[config.mk]
export PLATFORM = sky130hd
export DESIGN_NAME = grf_wb_arbiter
export DESIGN_NICKNAME = d
export VERILOG_FILES = /design/src/rtl/grf_wb_arbiter_pkg.sv /design/src/rtl/grf_wb_arbiter_fifo.sv /design/src/rtl/grf_wb_arbiter.sv
export SDC_FILE = /design/constraint.sdc
export NUM_CORES = 1
export LEC_CHECK = 0
export CAP_MARGIN = 30
export CELL_PAD_IN_SITES_DETAIL_PLACEMENT = 1
export CELL_PAD_IN_SITES_GLOBAL_PLACEMENT = 1
export CORE_MARGIN = 2
export CORE_UTILIZATION = 38
export CTS_CLUSTER_DIAMETER = 120
export DETAILED_ROUTE_END_ITERATION = 16
export GPL_ROUTABILITY_DRIVEN = 0
export GPL_TIMING_DRIVEN = 0
export PLACE_DENSITY = 0.85
export RECOVER_POWER = 100
export SETUP_SLACK_MARGIN = 0.02
export SKIP_LAST_GASP = 1
export SYNTH_ARGS = -nofsm -noshare
export SYNTH_HDL_FRONTEND = slang
export SYNTH_SLANG_ARGS = --single-unit
export TNS_END_PERCENT = 50
[constraint.sdc]
create_clock -name clk -period 8.65 [get_ports clk]
set_input_delay 1.2975 -clock clk [delete_from_list [all_inputs] [get_ports clk]]
set_output_delay 1.2975 -clock clk [all_outputs]
set_load 0.1 [all_outputs]
[src/rtl/grf_wb_arbiter_pkg.sv]
`default_nettype none
// ============================================================================
// grf_wb_arbiter_pkg : shared widths, FSM encodings and trace source tags
// Revision: 1.0
// ============================================================================
package grf_wb_arbiter_pkg;

  localparam int AW = 5;
  localparam int DW = 32;

  typedef enum logic [0:0] {
    ST_NORMAL = 1'b0,
    ST_FORCE  = 1'b1
  } state_t;

  typedef enum logic [0:0] {
    SRC_PIPE = 1'b0,
    SRC_AUX  = 1'b1
  } src_t;

  localparam logic [15:0] TAG_PIPE = " P";
  localparam logic [15:0] TAG_AUX  = " A";

endpackage
`default_nettype wire

[src/rtl/grf_wb_arbiter_fifo.sv]
`default_nettype none
// ============================================================================
// grf_wb_fifo : DEPTH-entry synchronous FIFO for aux writes, with per-entry
//               valid/addr exposed for pending-write lookup
// Revision: 1.0
// ============================================================================
module grf_wb_fifo
  import grf_wb_arbiter_pkg::*;
#(
  parameter int DEPTH = 2
) (
  input  logic                     clk,
  input  logic                     reset,
  input  logic                     i_push,
  input  logic                     i_pop,
  input  logic [AW-1:0]            i_addr,
  input  logic [DW-1:0]            i_wd,
  input  logic [DW-1:0]            i_pc,
  output logic                     o_full,
  output logic                     o_empty,
  output logic [AW-1:0]            o_head_addr,
  output logic [DW-1:0]            o_head_wd,
  output logic [DW-1:0]            o_head_pc,
  output logic [DEPTH-1:0]         o_vld,
  output logic [DEPTH-1:0][AW-1:0] o_ent_addr
);

  localparam int PW = $clog2(DEPTH);

  logic [PW-1:0]             r_wr;
  logic [PW-1:0]             r_rd;
  logic [PW:0]               r_count;
  logic [DEPTH-1:0]          r_vld;
  logic [DEPTH-1:0][AW-1:0]  r_addr;
  logic [DEPTH-1:0][DW-1:0]  r_wd;
  logic [DEPTH-1:0][DW-1:0]  r_pc;
  logic                      w_push;
  logic                      w_pop;

  assign o_full  = (r_count == (PW+1)'(DEPTH));
  assign o_empty = (r_count == '0);
  assign w_push  = i_push && !o_full;
  assign w_pop   = i_pop && !o_empty;

  assign o_head_addr = r_addr[r_rd];
  assign o_head_wd   = r_wd[r_rd];
  assign o_head_pc   = r_pc[r_rd];
  assign o_vld       = r_vld;
  assign o_ent_addr  = r_addr;

  // Pointers wrap naturally since DEPTH is a power of two.
  always_ff @(posedge clk) begin
    if (!reset) begin
      r_wr    <= '0;
      r_rd    <= '0;
      r_count <= '0;
      r_vld   <= '0;
    end else begin
      if (w_push) begin
        r_addr[r_wr] <= i_addr;
        r_wd[r_wr]   <= i_wd;
        r_pc[r_wr]   <= i_pc;
        r_vld[r_wr]  <= 1'b1;
        r_wr         <= r_wr + 1'b1;
      end
      if (w_pop) begin
        r_vld[r_rd] <= 1'b0;
        r_rd        <= r_rd + 1'b1;
      end
      case ({w_push, w_pop})
        2'b10:   r_count <= r_count + 1'b1;
        2'b01:   r_count <= r_count - 1'b1;
        default: r_count <= r_count;
      endcase
    end
  end

endmodule
`default_nettype wire

[src/rtl/grf_wb_arbiter.sv]
`default_nettype none
// ============================================================================
// grf_wb_arbiter : GRF write-port arbiter (pipe priority, aux FIFO, starvation
//                  stall). Optional trace print under GRF_WB_TRACE_EN.
// Revision: 1.0
// ============================================================================
module grf_wb_arbiter
  import grf_wb_arbiter_pkg::*;
#(
  parameter int DEPTH    = 2,
  parameter int MAX_WAIT = 4
) (
  input  logic          clk,
  input  logic          reset,
  input  logic          i_pipe_we,
  input  logic [AW-1:0] i_pipe_addr,
  input  logic [DW-1:0] i_pipe_wd,
  input  logic [DW-1:0] i_pipe_pc,
  output logic          o_pipe_stall,
  input  logic          i_aux_valid,
  output logic          o_aux_ready,
  input  logic [AW-1:0] i_aux_addr,
  input  logic [DW-1:0] i_aux_wd,
  input  logic [DW-1:0] i_aux_pc,
  input  logic [AW-1:0] i_pend_q1,
  input  logic [AW-1:0] i_pend_q2,
  output logic          o_pend_busy1,
  output logic          o_pend_busy2,
  output logic          o_grf_we,
  output logic [AW-1:0] o_grf_addr,
  output logic [DW-1:0] o_grf_wd,
  output logic [DW-1:0] o_grf_pc
);

  localparam int            WW    = $clog2(MAX_WAIT + 1);
  localparam logic [WW-1:0] C_MAX = WW'(MAX_WAIT);

  state_t                    r_state;
  logic [WW-1:0]             r_wait;
  logic                      r_we;
  logic [AW-1:0]             r_addr;
  logic [DW-1:0]             r_wd;
  logic [DW-1:0]             r_pc;
  src_t                      r_src;

  logic                      w_full;
  logic                      w_empty;
  logic [AW-1:0]             w_head_addr;
  logic [DW-1:0]             w_head_wd;
  logic [DW-1:0]             w_head_pc;
  logic [DEPTH-1:0]          w_vld;
  logic [DEPTH-1:0][AW-1:0]  w_ent_addr;
  logic                      w_pipe_eff;
  logic                      w_enq;
  logic                      w_pop;
  logic                      w_grant_pipe;
  logic [WW-1:0]             w_wait_nxt;
  logic                      w_busy1;
  logic                      w_busy2;

  assign w_pipe_eff  = i_pipe_we && (i_pipe_addr != '0);
  assign o_aux_ready = !w_full;
  // Writes to $0 are accepted from the source but never queued.
  assign w_enq       = i_aux_valid && !w_full && (i_aux_addr != '0);

  grf_wb_fifo #(.DEPTH(DEPTH)) u_fifo (
    .clk         (clk),
    .reset       (reset),
    .i_push      (w_enq),
    .i_pop       (w_pop),
    .i_addr      (i_aux_addr),
    .i_wd        (i_aux_wd),
    .i_pc        (i_aux_pc),
    .o_full      (w_full),
    .o_empty     (w_empty),
    .o_head_addr (w_head_addr),
    .o_head_wd   (w_head_wd),
    .o_head_pc   (w_head_pc),
    .o_vld       (w_vld),
    .o_ent_addr  (w_ent_addr)
  );

  always_comb begin
    w_grant_pipe = 1'b0;
    w_pop        = 1'b0;
    if (r_state == ST_FORCE) begin
      w_pop = !w_empty;
    end else if (w_pipe_eff) begin
      w_grant_pipe = 1'b1;
    end else begin
      w_pop = !w_empty;
    end
    w_wait_nxt = (!w_empty && !w_pop) ? r_wait + 1'b1 : '0;
  end

  always_comb begin
    w_busy1 = 1'b0;
    w_busy2 = 1'b0;
    for (int i = 0; i < DEPTH; i++) begin
      if (w_vld[i] && (w_ent_addr[i] == i_pend_q1)) w_busy1 = 1'b1;
      if (w_vld[i] && (w_ent_addr[i] == i_pend_q2)) w_busy2 = 1'b1;
    end
  end

  assign o_pend_busy1 = w_busy1 && (i_pend_q1 != '0);
  assign o_pend_busy2 = w_busy2 && (i_pend_q2 != '0);

  always_ff @(posedge clk) begin
    if (!reset) begin
      r_state <= ST_NORMAL;
      r_wait  <= '0;
      r_we    <= 1'b0;
      r_addr  <= '0;
      r_wd    <= '0;
      r_pc    <= '0;
      r_src   <= SRC_PIPE;
    end else begin
      r_state <= (w_wait_nxt == C_MAX) ? ST_FORCE : ST_NORMAL;
      r_wait  <= w_wait_nxt;
      if (w_grant_pipe) begin
        r_we   <= 1'b1;
        r_addr <= i_pipe_addr;
        r_wd   <= i_pipe_wd;
        r_pc   <= i_pipe_pc;
        r_src  <= SRC_PIPE;
      end else if (w_pop) begin
        r_we   <= 1'b1;
        r_addr <= w_head_addr;
        r_wd   <= w_head_wd;
        r_pc   <= w_head_pc;
        r_src  <= SRC_AUX;
      end else begin
        r_we   <= 1'b0;
      end
    end
  end

  assign o_pipe_stall = (r_state == ST_FORCE);
  assign o_grf_we     = r_we;
  assign o_grf_addr   = r_addr;
  assign o_grf_wd     = r_wd;
  assign o_grf_pc     = r_pc;

`ifdef GRF_WB_TRACE_EN
  always_ff @(posedge clk) begin
    if (r_we) begin
      $display("%d@%h: $%d <= %h%s", $time, r_pc, r_addr, r_wd,
               (r_src == SRC_PIPE) ? TAG_PIPE : TAG_AUX);
    end
  end
`endif

endmodule
`default_nettype wire

==> metrics.md, run 1 <==
| Metric | Value |
|---|---|
| Status | `complete, but fails checks` |
| Failing checks | `max-capacitance violations, max-slew violations` |
| Crit-path max FO | `12` |
| Post_cts resized | `0` |
| Min-Delay Endpoint | `r_wait[0]` |
| Hold Startpoint | `r_wait[0]` |
| Commonest non-fill, non-tap cell in the layout | `dlygate4sd3_1` |
| EDFF count, synth | `approximately 140` |
| Fin crit period | `5350 ps` |
| Core area | `roughly 22000 um2` |
| Crit-path max cell delay | `between 1000 and 1500 ps` |
| Hold Crit Depth | `1` |
| WHS | `roughly 450 ps` |
| CTS tree | `yes` |
| Clock Skew | `8.92 ps` |
| Setup bufs post-CTS | `0` |
| Mapped Area | `8570 um2` |
| Vias/cell | `5.21` |
| Final Max Tran Viols | `72` |
| Clock slew at reported path FFs | `around 60 ps` |
| Worst skew pair latency | `510 ps` |
| IR drop worst, VDD | `approximately 220 uV` |
| Area delta synth->final | `40.0%` |
| Cell area power density | `314 nW/um2` |
| CP max-delay cell | `nor3_1` |
| Die area | `about 24000 um2` |
| Wirelength, routed | `around 27 mm` |
| H-tree depth | `1` |
| Peak Freq | `187 MHz` |
| Period utilization | `0.619` |
| Initial antenna violation count | `5` |
| Synthesis-stage register bit count | `between 200 and 250` |
| DRC viols | `0` |
| Mapped Nets | `roughly 840` |
| Final setup viols | `0` |
| Unrepaired setup endpoints after global routing | `no` |
| Share of layout cells above drive strength 1 | `0.0530` |
| Vias in the first global route | `7087` |
| # hold bufs at CTS | `0` |
| Synth Instances | `a little under 700` |
| Sum Neg Setup Slack | `0 ps` |
| Hold Vio Cnt, Final | `0` |
| Port bufs | `between 200 and 250` |
| CP endpoint kind | `flop` |
| GR Util All Layers | `0.223` |
| Worst path required time | `about 8800 ps` |
| Via count | `around 6500` |
| Kind of critical path | `in2reg` |
| Die height | `roughly 150 um` |
| Clock Path Buffers | `3` |
| Total chip power | `about 3.8 mW` |
| CP bufs+invs | `6` |
| Min-delay worst type | `reg2reg` |
| Avg Inst Size Synth | `12.6 um2` |
| Arrival @ worst endpoint | `5490 ps` |
| R2R setup slack | `4200 ps` |
| CTS buffer count | `24` |
| Starting density of the core | `0.390` |
| DRT antenna net count | `0` |
| Top cell family by delay on the critical path | `buffers and inverters` |
| CP cell instances | `dlygate4sd3_1, or4_1, o211a_1, inv_1, nor3_1, clkbuf_1, clkbuf_1, clkbuf_1, clkbuf_1` |
| # Max-Cap Violations | `2` |
| Top_reg_cell synth | `edfxtp_1` |
| Reg-to-reg endpoint | `u_fifo.r_wd[18]` |
| Most frequent cells in the layout | `dlygate4sd3_1, edfxtp_1, nand2_1, clkdlybuf4s50_1, dfxtp_1` |
| CP Launch Type | `primary input` |
| Slew headroom | `-0.534` |
| TritonRoute pass-1 iters | `4` |
| Worst r2r src | `u_fifo.r_count[0]` |
| Cell variety after synth | `34` |
| First DRT Iteration DRCs | `around 270` |
| Pin count of the biggest net entering global routing | `36` |
| Avg WL per Cell | `between 20 and 25 um` |
| Measured slew at the worst slew-check pin | `between 2000 and 2500 ps` |
| CP most frequent cell | `clkbuf_1` |
| Nets | `1098` |
| Boundary Pins | `226` |
| Num Clock Sinks | `roughly 220` |
| R2R depth | `8` |
| Asr flop ratio synth | `0` |
| Warnings from Yosys | `0` |
| CTS root buf | `clkbuf_16` |
| Leakage | `~4.3 nW` |
| Cell depth of the worst setup path | `9` |
| Num rows | `between 50 and 60` |
| Register area share after synthesis | `0.670` |
| Dpl hpwl | `about 19 mm` |
| First-pass GRT wire length | `a little over 40 mm` |
| Die width | `154 um` |
| GRT overflow | `0` |
-- sequential cells by signal (all words and copies together), names as in the netlist --
signal and flops:
o_grf_we 1, r_wait 3, o_grf_pc 32, u_fifo.r_count 2
u_fifo.o_ent_addr 10, u_fifo.r_pc 64, o_grf_wd 32, o_pipe_stall 1
u_fifo.o_vld 2, u_fifo.r_rd 1, u_fifo.r_wd 64, o_grf_addr 5
u_fifo.r_wr 1
-- worst reg2reg max path: stages, from the launching register on --
cell,delay (ps)
dfxtp_1,410
nand2b_1,190
o211a_1,200
inv_1,100
nor3_1,1050
clkbuf_1,620
clkbuf_1,400
clkbuf_1,510
clkbuf_1,590
-- Yosys cell counts, types with 2 or more instances --
cell type / count / area share
edfxtp_1: 138 / 0.48
nand2_1: 136 / 0.060
dfxtp_1: 80 / 0.19
a21oi_1: 74 / 0.043
mux2i_1: 68 / 0.079
o211ai_1: 67 / 0.059
clkbuf_1: 23 / 0.010
xor2_1: 17 / 0.017
buf_2: 12 / 0.0070
nor2_1: 9 / 0.0039
buf_6: 7 / 0.0092
nand3_1: 7 / 0.0041
xnor2_1: 6 / 0.0061
buf_1: 4 / 0.0018
nor4_1: 4 / 0.0029
inv_1: 3 / 0.0013
nor3_1: 3 / 0.0018
or4_1: 3 / 0.0026
ha_1: 2 / 0.0029
nand2b_1: 2 / 0.0015
o211a_1: 2 / 0.0023
o21ai_0: 2 / 0.0012
or3_1: 2 / 0.0015
-- how the worst max path moves through the flow --
stage | startpoint | slack, ps | end
after detailed placement | i_pend_q2[3] | 3670 | o_pend_busy2
after floorplan | i_aux_addr[4] | 1740 | u_fifo.o_ent_addr[0]
after CTS | i_pend_q2[3] | 3660 | o_pend_busy2
final | i_aux_addr[0] | 3300 | u_fifo.r_wd[18]
after global placement | i_aux_addr[4] | -1920 | u_fifo.r_wd[13]
after global routing | i_aux_addr[2] | 3030 | u_fifo.r_wd[24]
-- metrics by stage --
step	cell area, um2	instances	utilization	worst slack, ps
after floorplan	8570	682	-	1740
after global placement	11200	1187	0.509	-1920
after detailed placement	11400	1198	0.518	3670
after CTS	12100	1242	0.552	3660
after global routing	12000	1246	0.546	3030
final	12000	1247	0.546	3300
-- cell type report --
cell class                 instances  area [um2]
antenna                            5        12.5
buffer                            46         186
clock buffer                      39         738
clock inverter                     5        27.5
fill                            2275        9960
inverter                           3        11.3
multi-input combinational        415        2560
sequential                       218        5750
tap                              280         350
timing repair buffer             236        2360
-- routing by layer --
layer  track usage  part of all wire  up-vias
met4        0.0930             0.035        0
met2         0.395              0.51      194
met5             0                 0        -
met3        0.0333             0.046       63
li1              -                 -     3036
met1         0.273              0.41     3199
-- cell families (layout without fill, tap and decap cells) --
family | Yosys count | count (layout) | share of synthesized area
AO/OA/AOI/OAI | 150 | 150 | 0.111
XOR/XNOR | 23 | 23 | 0.0235
adder cells (fa/ha/maj) | 2 | 2 | 0.00292
buffers and inverters | 49 | 329 | 0.0293
flip-flops | 218 | 218 | 0.670
multiplexers | 69 | 69 | 0.0807
other | 0 | 5 | 0
AND/OR/NAND/NOR | 171 | 171 | 0.0823
-- power by group --
| group | internal, mW | switching, mW | total [mW] | leakage, nW |
|---|---|---|---|---|
| combinational | 0.390 | 1.06 | 1.45 | 1.96 |
| sequential | 1.25 | 0.0666 | 1.32 | 1.93 |
| clock | 0.582 | 0.409 | 0.990 | 0.376 |
| total | 2.23 | 1.54 | 3.76 | 4.27 |
Note: power is estimated with default switching activity, not from simulation.
==> run 2: changes to the inputs <==
--- a/config.mk
+++ b/config.mk
@@ -9,12 +9,12 @@
 export CELL_PAD_IN_SITES_DETAIL_PLACEMENT = 1
 export CELL_PAD_IN_SITES_GLOBAL_PLACEMENT = 1
 export CORE_MARGIN = 2
-export CORE_UTILIZATION = 38
+export CORE_UTILIZATION = 35
 export CTS_CLUSTER_DIAMETER = 120
 export DETAILED_ROUTE_END_ITERATION = 16
 export GPL_ROUTABILITY_DRIVEN = 0
 export GPL_TIMING_DRIVEN = 0
-export PLACE_DENSITY = 0.85
+export PLACE_DENSITY = 0.83
 export RECOVER_POWER = 100
 export SETUP_SLACK_MARGIN = 0.02
 export SKIP_LAST_GASP = 1
==> constraint.sdc (replaced) <==
create_clock -name clk -period 4.92 [get_ports clk]
set_input_delay 0.738 -clock clk [delete_from_list [all_inputs] [get_ports clk]]
set_output_delay 0.738 -clock clk [all_outputs]
set_load 0.1 [all_outputs]
==> run 2 against run 1 <==
The flow now finishes without violations. Sequential share of layout area shrank 0.24 points. Non-clock buffer count shrank 5. Global-route usage shrank 1.7 points. Clock skew grew 2.8 ps. Die area grew 8.3%. Count of clock-buffer cells in the layout shrank 9. Clock power grew 91%. Utilization shrank 4.8 points. Total power grew 79%. Setup slack lost 2500 ps. Wire length shrank 0.20%. Critical endpoint is now u_fifo.r_pc[15]. Largest power group unchanged. Highest routed layer is now met5.
==> metrics.md, run 2 (synthesis gave the netlist of run 1 again) <==
| Metric | Value |
|---|---|
| Status | `finished clean` |
| Placed Area | `11400 um2 (+0.29%)` |
| R2R depth | `6 (-2)` |
| DRT antenna net count | `0 (unchanged)` |
| GRT overflow | `0 (unchanged)` |
| Post_cts resized | `0 (unchanged)` |
| Share of layout cells above drive strength 1 | `0.0543 (+0.00132)` |
| Clock network power share | `0.281 (+0.018)` |
| Clock Skew | `11.7 ps (+2.79 ps)` |
| Min-delay worst type | `reg2reg` |
| # Max-Cap Violations | `0 (-2)` |
| DRC viols | `0 (unchanged)` |
| CP Launch Type | `primary input` |
| Sequential power share | `0.344 (-0.007)` |
| CP endpoint kind | `flop` |
| First DRT Iteration DRCs | `317 (+16%)` |
| IR drop worst, VDD | `348 uV (+60%)` |
| Unrepaired setup endpoints after global routing | `no` |
| Hold Vio Cnt, Final | `0 (unchanged)` |
| Setup bufs post-CTS | `0 (unchanged)` |
| CTS buffer count | `24 (unchanged)` |
| Final setup viols | `0 (unchanged)` |
| Worst r2r src | `u_fifo.r_count[0]` |
| Hold Crit Depth | `1 (unchanged)` |
| Final Max Tran Viols | `0 (-100%)` |
| Reg-to-reg endpoint | `u_fifo.r_pc[15]` |
| Die area | `25800 um2 (+8.3%)` |
| Num rows | `57 (+5.6%)` |
| R2R setup slack | `1140 ps (-3060 ps)` |
| Dpl hpwl | `19.1 mm (+0.24%)` |
| Commonest non-fill, non-tap cell in the layout | `dlygate4sd3_1` |
| Pin count of the biggest net entering global routing | `50 (+39%)` |
| CTS root buf | `clkbuf_16` |
| Starting density of the core | `0.355 (-0.0358)` |
| Core area | `24200 um2 (+10%)` |
| First-pass GRT wire length | `41.2 mm (unchanged)` |
| Vias/cell | `5.08 (-2.5%)` |
| Kind of critical path | `in2reg` |
| Biggest regs | `u_fifo.r_pc: 64 flops, u_fifo.r_wd: 64 flops` |
| Period utilization | `0.841` |
| Initial antenna violation count | `7 (+2)` |
| Leakage | `4.28 nW (+0.35%)` |
| Most frequent cells in the layout | `dlygate4sd3_1, edfxtp_1, nand2_1, clkdlybuf4s50_1, dfxtp_1` |
| Switching pwr | `2.71 mW (+76%)` |
| Worst skew pair latency | `510 ps (about the same)` |
| Arrival @ worst endpoint | `4260 ps (-1230 ps)` |
| CP startpoint | `i_aux_addr[2]` |
| Fin cells | `1287 (+3.2%)` |
| Via count | `6536 (+0.68%)` |
| Worst Setup EP | `u_fifo.r_pc[15]` |
| Final core occ | `0.499 (-0.0476)` |
| GR Util All Layers | `0.206 (-0.0174)` |
| Avg WL per Cell | `20.7 um (-3.3%)` |
| Fin crit period | `4140 ps` |
| Clock Path Buffers | `3 (unchanged)` |
| Switch share | `0.402 (-0.00744)` |
| Wirelength, routed | `26.7 mm (-0.20%)` |
| WHS | `474 ps (+25.4 ps)` |
| TritonRoute pass-1 iters | `4 (unchanged)` |
| CTS tree | `yes` |
| Crit-path max FO | `18 (+6)` |
| Cell area power density | `559 nW/um2 (+78%)` |
| Area delta synth->final | `40.7%` |
| Measured slew at the worst slew-check pin | `1460 ps (-843 ps)` |
| Vias in the first global route | `7264 (+2.5%)` |
| H-tree depth | `1 (unchanged)` |
| Nets | `1093 (-0.46%)` |
| # hold bufs at CTS | `0 (unchanged)` |
| Worst path required time | `5040 ps (-3750 ps)` |
| Peak Freq | `between 200 and 250 MHz` |
| Clock slew at reported path FFs | `60 ps (about the same)` |
| Post-route cell area | `12100 um2 (+0.51%)` |
| Boundary Pins | `226 (unchanged)` |
| Port bufs | `225 (unchanged)` |
| Combinational power share | `0.375 (-0.011)` |
| Internal | `4.04 mW (+81%)` |
| Die width | `160 um (+4.1%)` |
| Die height | `160 um (+4.1%)` |
| Placed cells | `1237 (+3.3%)` |
| Slew headroom | `0.0277 (+0.562)` |
| Num Clock Sinks | `218 (unchanged)` |
-- run 2: power groups by stage --
stage	Clock (mW)	Sequential [mW]	Combinational (mW)
after floorplan	0	3.27	0.889
after global placement	0	2.36	2.54
after detailed placement	0	2.36	2.64
after CTS	1.93	2.33	2.66
after global routing	1.99	2.35	2.69
final	1.89	2.32	2.53
-- run 2: layer usage --
layer | routed length, um | track usage
met5 | 13 | 0
met4 | 966 | 0.0839
met3 | 1050 | 0.0289
met2 | 14000 | 0.373
met1 | 10700 | 0.245
-- run 2: worst max-delay path, stage by stage --
cell and delay [ps]:
dlygate4sd3_1 610, or4_1 140, o211a_1 170, inv_1 100
nor3_1 940, clkbuf_1 610, clkbuf_1 940
-- run 2: final cells by class --
type | instances | area, um2
Buffer | 46 | 185
Sequential cell | 218 | 5750
Timing Repair Buffer | 231 | 2300
Multi-Input combinational cell | 415 | 2560
Clock buffer | 30 | 664
Fill cell | 2511 | 12100
Tap cell | 324 | 405
Antenna cell | 6 | 15.0
Clock inverter | 14 | 171
Inverter | 3 | 11.3
-- run 2: how the worst min path moves through the flow --
stage / startpoint / to
detailed placement: r_wait[0] / r_wait[0]
global placement: r_wait[0] / r_wait[0]
global route: r_wait[0] / r_wait[0]
floorplan: r_wait[0] / r_wait[0]
CTS: r_wait[0] / r_wait[0]
finish: r_wait[0] / r_wait[0]
-- run 2: stage by stage --
stage,setup TNS (ps),setup WS [ps],total power [mW]
final,0,782,6.74
after global routing,0,556,7.03
after CTS,0,996,6.91
after detailed placement,0,1010,5.00
after global placement,-120200,-1730,4.90
after floorplan,0,204,4.16
==> run 3: changes to the inputs <==
==> constraint.sdc (replaced) <==
create_clock -name clk -period 3.7 [get_ports clk]
set_input_delay 0.555 -clock clk [delete_from_list [all_inputs] [get_ports clk]]
set_output_delay 0.555 -clock clk [all_outputs]
set_load 0.1 [all_outputs]
==> run 3 against run 2 <==
The run now ends with max-capacitance violations, max-slew violations left. Sequential power increased by 33%. Worst hold slack improved by 0.80 ps. Clock power rose by 30%. Critical path type is now in2out. Die area is the same. Via count fell by 1.9%. Final cell count is essentially flat.
==> metrics.md, run 3 (synthesis gave the netlist of run 1 again) <==
| Metric | Value |
|---|---|
| Status | `complete, but fails checks` |
| Failing checks | `max-capacitance violations, max-slew violations` |
| Dpl hpwl | `18.5 mm (-2.7%)` |
| Placed Area | `11400 um2 (unchanged)` |
| Worst path required time | `3140 ps (-1900 ps)` |
| Slew headroom | `-0.0374 (-0.0651)` |
| First DRT Iteration DRCs | `293 (-7.6%)` |
| Total chip power | `8.90 mW (+32%)` |
| Port bufs | `225 (unchanged)` |
| Clock Path Buffers | `3 (unchanged)` |
| Wirelength, routed | `25.7 mm (-3.5%)` |
| Placed cells | `1237 (unchanged)` |
| Commonest non-fill, non-tap cell in the layout | `dlygate4sd3_1` |
| CTS tree | `yes` |
| CTS root buf | `clkbuf_16` |
| CTS buffer count | `24 (unchanged)` |
| CP Launch Type | `primary input` |
| IR drop worst, VDD | `356 uV (+2.5%)` |
| DRC viols | `0 (unchanged)` |
| Crit-path max cell delay | `1160 ps (+220 ps)` |
| Worst skew pair latency | `500 ps (about the same)` |
| Boundary Pins | `226 (unchanged)` |
| Avg WL per Cell | `20.0 um (-3.4%)` |
| Core area | `24200 um2 (unchanged)` |
| Area delta synth->final | `41.2%` |
| Peak Freq | `about 290 MHz` |
| CP endpoint kind | `output pin` |
| Hold Vio Cnt, Final | `0 (unchanged)` |
| Sum Neg Setup Slack | `0 ps (unchanged)` |
| Min-delay worst type | `reg2reg` |
| DRT antenna net count | `0 (unchanged)` |
| Period utilization | `0.948` |
| Arrival @ worst endpoint | `2950 ps (-1310 ps)` |
| Final setup viols | `0 (unchanged)` |
| Most frequent cells in the layout | `dlygate4sd3_1, edfxtp_1, nand2_1, clkdlybuf4s50_1, dfxtp_1` |
| Die height | `160 um (unchanged)` |
| R2R setup slack | `520 ps (-620 ps)` |
| WHS | `475 ps (+0.801 ps)` |
| Fillers | `2523 (+0.48%)` |
| First-pass GRT wire length | `39.8 mm (-3.3%)` |
| Final Max Tran Viols | `14 (+14)` |
| GRT overflow | `0 (unchanged)` |
| Biggest regs | `u_fifo.r_pc: 64 flops, u_fifo.r_wd: 64 flops` |
| CP most frequent cell | `clkdlybuf4s50_1` |
| TritonRoute pass-1 iters | `4 (unchanged)` |
| CP cell instances | `clkdlybuf4s50_1, xor2_1, nor4_1, nand3_1, a21oi_1, clkdlybuf4s50_1` |
| Vias in the first global route | `7005 (-3.6%)` |
| Pin count of the biggest net entering global routing | `52 (+4.0%)` |
| Reg-to-reg endpoint | `u_fifo.r_pc[16]` |
| Fin crit period | `3510 ps` |
| # hold bufs at CTS | `0 (unchanged)` |
| Clock slew at reported path FFs | `60 ps (about the same)` |
| Worst Setup EP | `o_pend_busy1` |
| Initial antenna violation count | `6 (-1)` |
| Crit-path max FO | `3 (-15)` |
| Num Clock Sinks | `218 (unchanged)` |
| Cell depth of the worst setup path | `6 (-1)` |
| Worst r2r src | `u_fifo.r_count[0]` |
| Post-route cell area | `12100 um2 (+0.39%)` |
| Clock Skew | `8.53 ps (-3.18 ps)` |
| Die area | `25800 um2 (unchanged)` |
| R2R depth | `6 (unchanged)` |
| CP startpoint | `i_pend_q1[0]` |
| Top cell family by delay on the critical path | `buffers and inverters` |
| Unrepaired setup endpoints after global routing | `no` |
| Num rows | `57 (unchanged)` |
| Cell area power density | `735 nW/um2 (+31%)` |
| Die width | `160 um (unchanged)` |
| Multi-input combinational cell area | `2560 um2 (+0.20%)` |
| Nets | `1093 (unchanged)` |
| Measured slew at the worst slew-check pin | `1550 ps (+89.2 ps)` |
| Vias/cell | `4.99 (-1.8%)` |
| # Max-Cap Violations | `1 (+1)` |
| CP max-delay cell | `clkdlybuf4s50_1` |
| Fin cells | `1286 (-0.078%)` |
| Kind of critical path | `in2out` |
| Share of layout cells above drive strength 1 | `0.0575 (+0.00313)` |
| Starting density of the core | `0.355 (unchanged)` |
| GR Util All Layers | `0.197 (-0.00851)` |
| Via count | `6413 (-1.9%)` |
| Leakage | `4.29 nW (+0.23%)` |
| Reg area | `5750 um2 (unchanged)` |
| CP bufs+invs | `2 (-2)` |
| H-tree depth | `1 (unchanged)` |
run 3: cell count changes in the layout (fill, tap and decap cells not counted), sizes merged:
cell	change
buf	+1
bufinv	-1
clkbuf	+2
clkdlybuf4s50	+1
clkinv	-2
clkinvlp	+1
diode	-1
dlygate4sd3	-2
run 3: how the worst min path moves through the flow:
stage	cells after the start	end	slack, ps	from
final	1	r_wait[0]	470	r_wait[0]
after global routing	1	r_wait[0]	500	r_wait[0]
after CTS	1	r_wait[0]	470	r_wait[0]
after detailed placement	1	r_wait[0]	460	r_wait[0]
after global placement	1	r_wait[0]	420	r_wait[0]
after floorplan	1	r_wait[0]	410	r_wait[0]
run 3: through the flow:
stage                     worst slack, ps   util
after global placement               -943  0.465
after detailed placement              115  0.471
final                                 193  0.501
after floorplan                      39.0      -
after global routing                 56.2  0.501
after CTS                             115  0.506
run 3: layer usage:
metal  global-route usage  vias up  part of all wire
met4               0.0700        2             0.030
met3               0.0318       53             0.044
met2                0.352      158              0.51
met1                0.241     3166              0.41
li1                     -     3034                 -
met5                    0        -           0.00050
run 3: where the power goes:
group	switching (mW)	leakage, nW	internal [mW]	total, mW
sequential	0.152	1.93	2.93	3.08
clock	0.948	0.406	1.51	2.45
combinational	2.46	1.96	0.904	3.37
total	3.56	4.29	5.34	8.90
run 3: repair_timing:
item                                    4_1_cts  5_1_grt
setup buffers                                 0        0
endpoints found under the setup margin        0        1
resized for setup                             0        1
run 3: final cells by class:
cell class              instances  share of cell area
well taps                     324              0.0335
multi-input cells             415               0.212
inverters                       3            0.000930
flip-flops and latches        218               0.475
clock buffers                  32              0.0563
clock inverters                12              0.0117
diodes                          5             0.00103
plain buffers                  46              0.0162
repair buffers                231               0.194
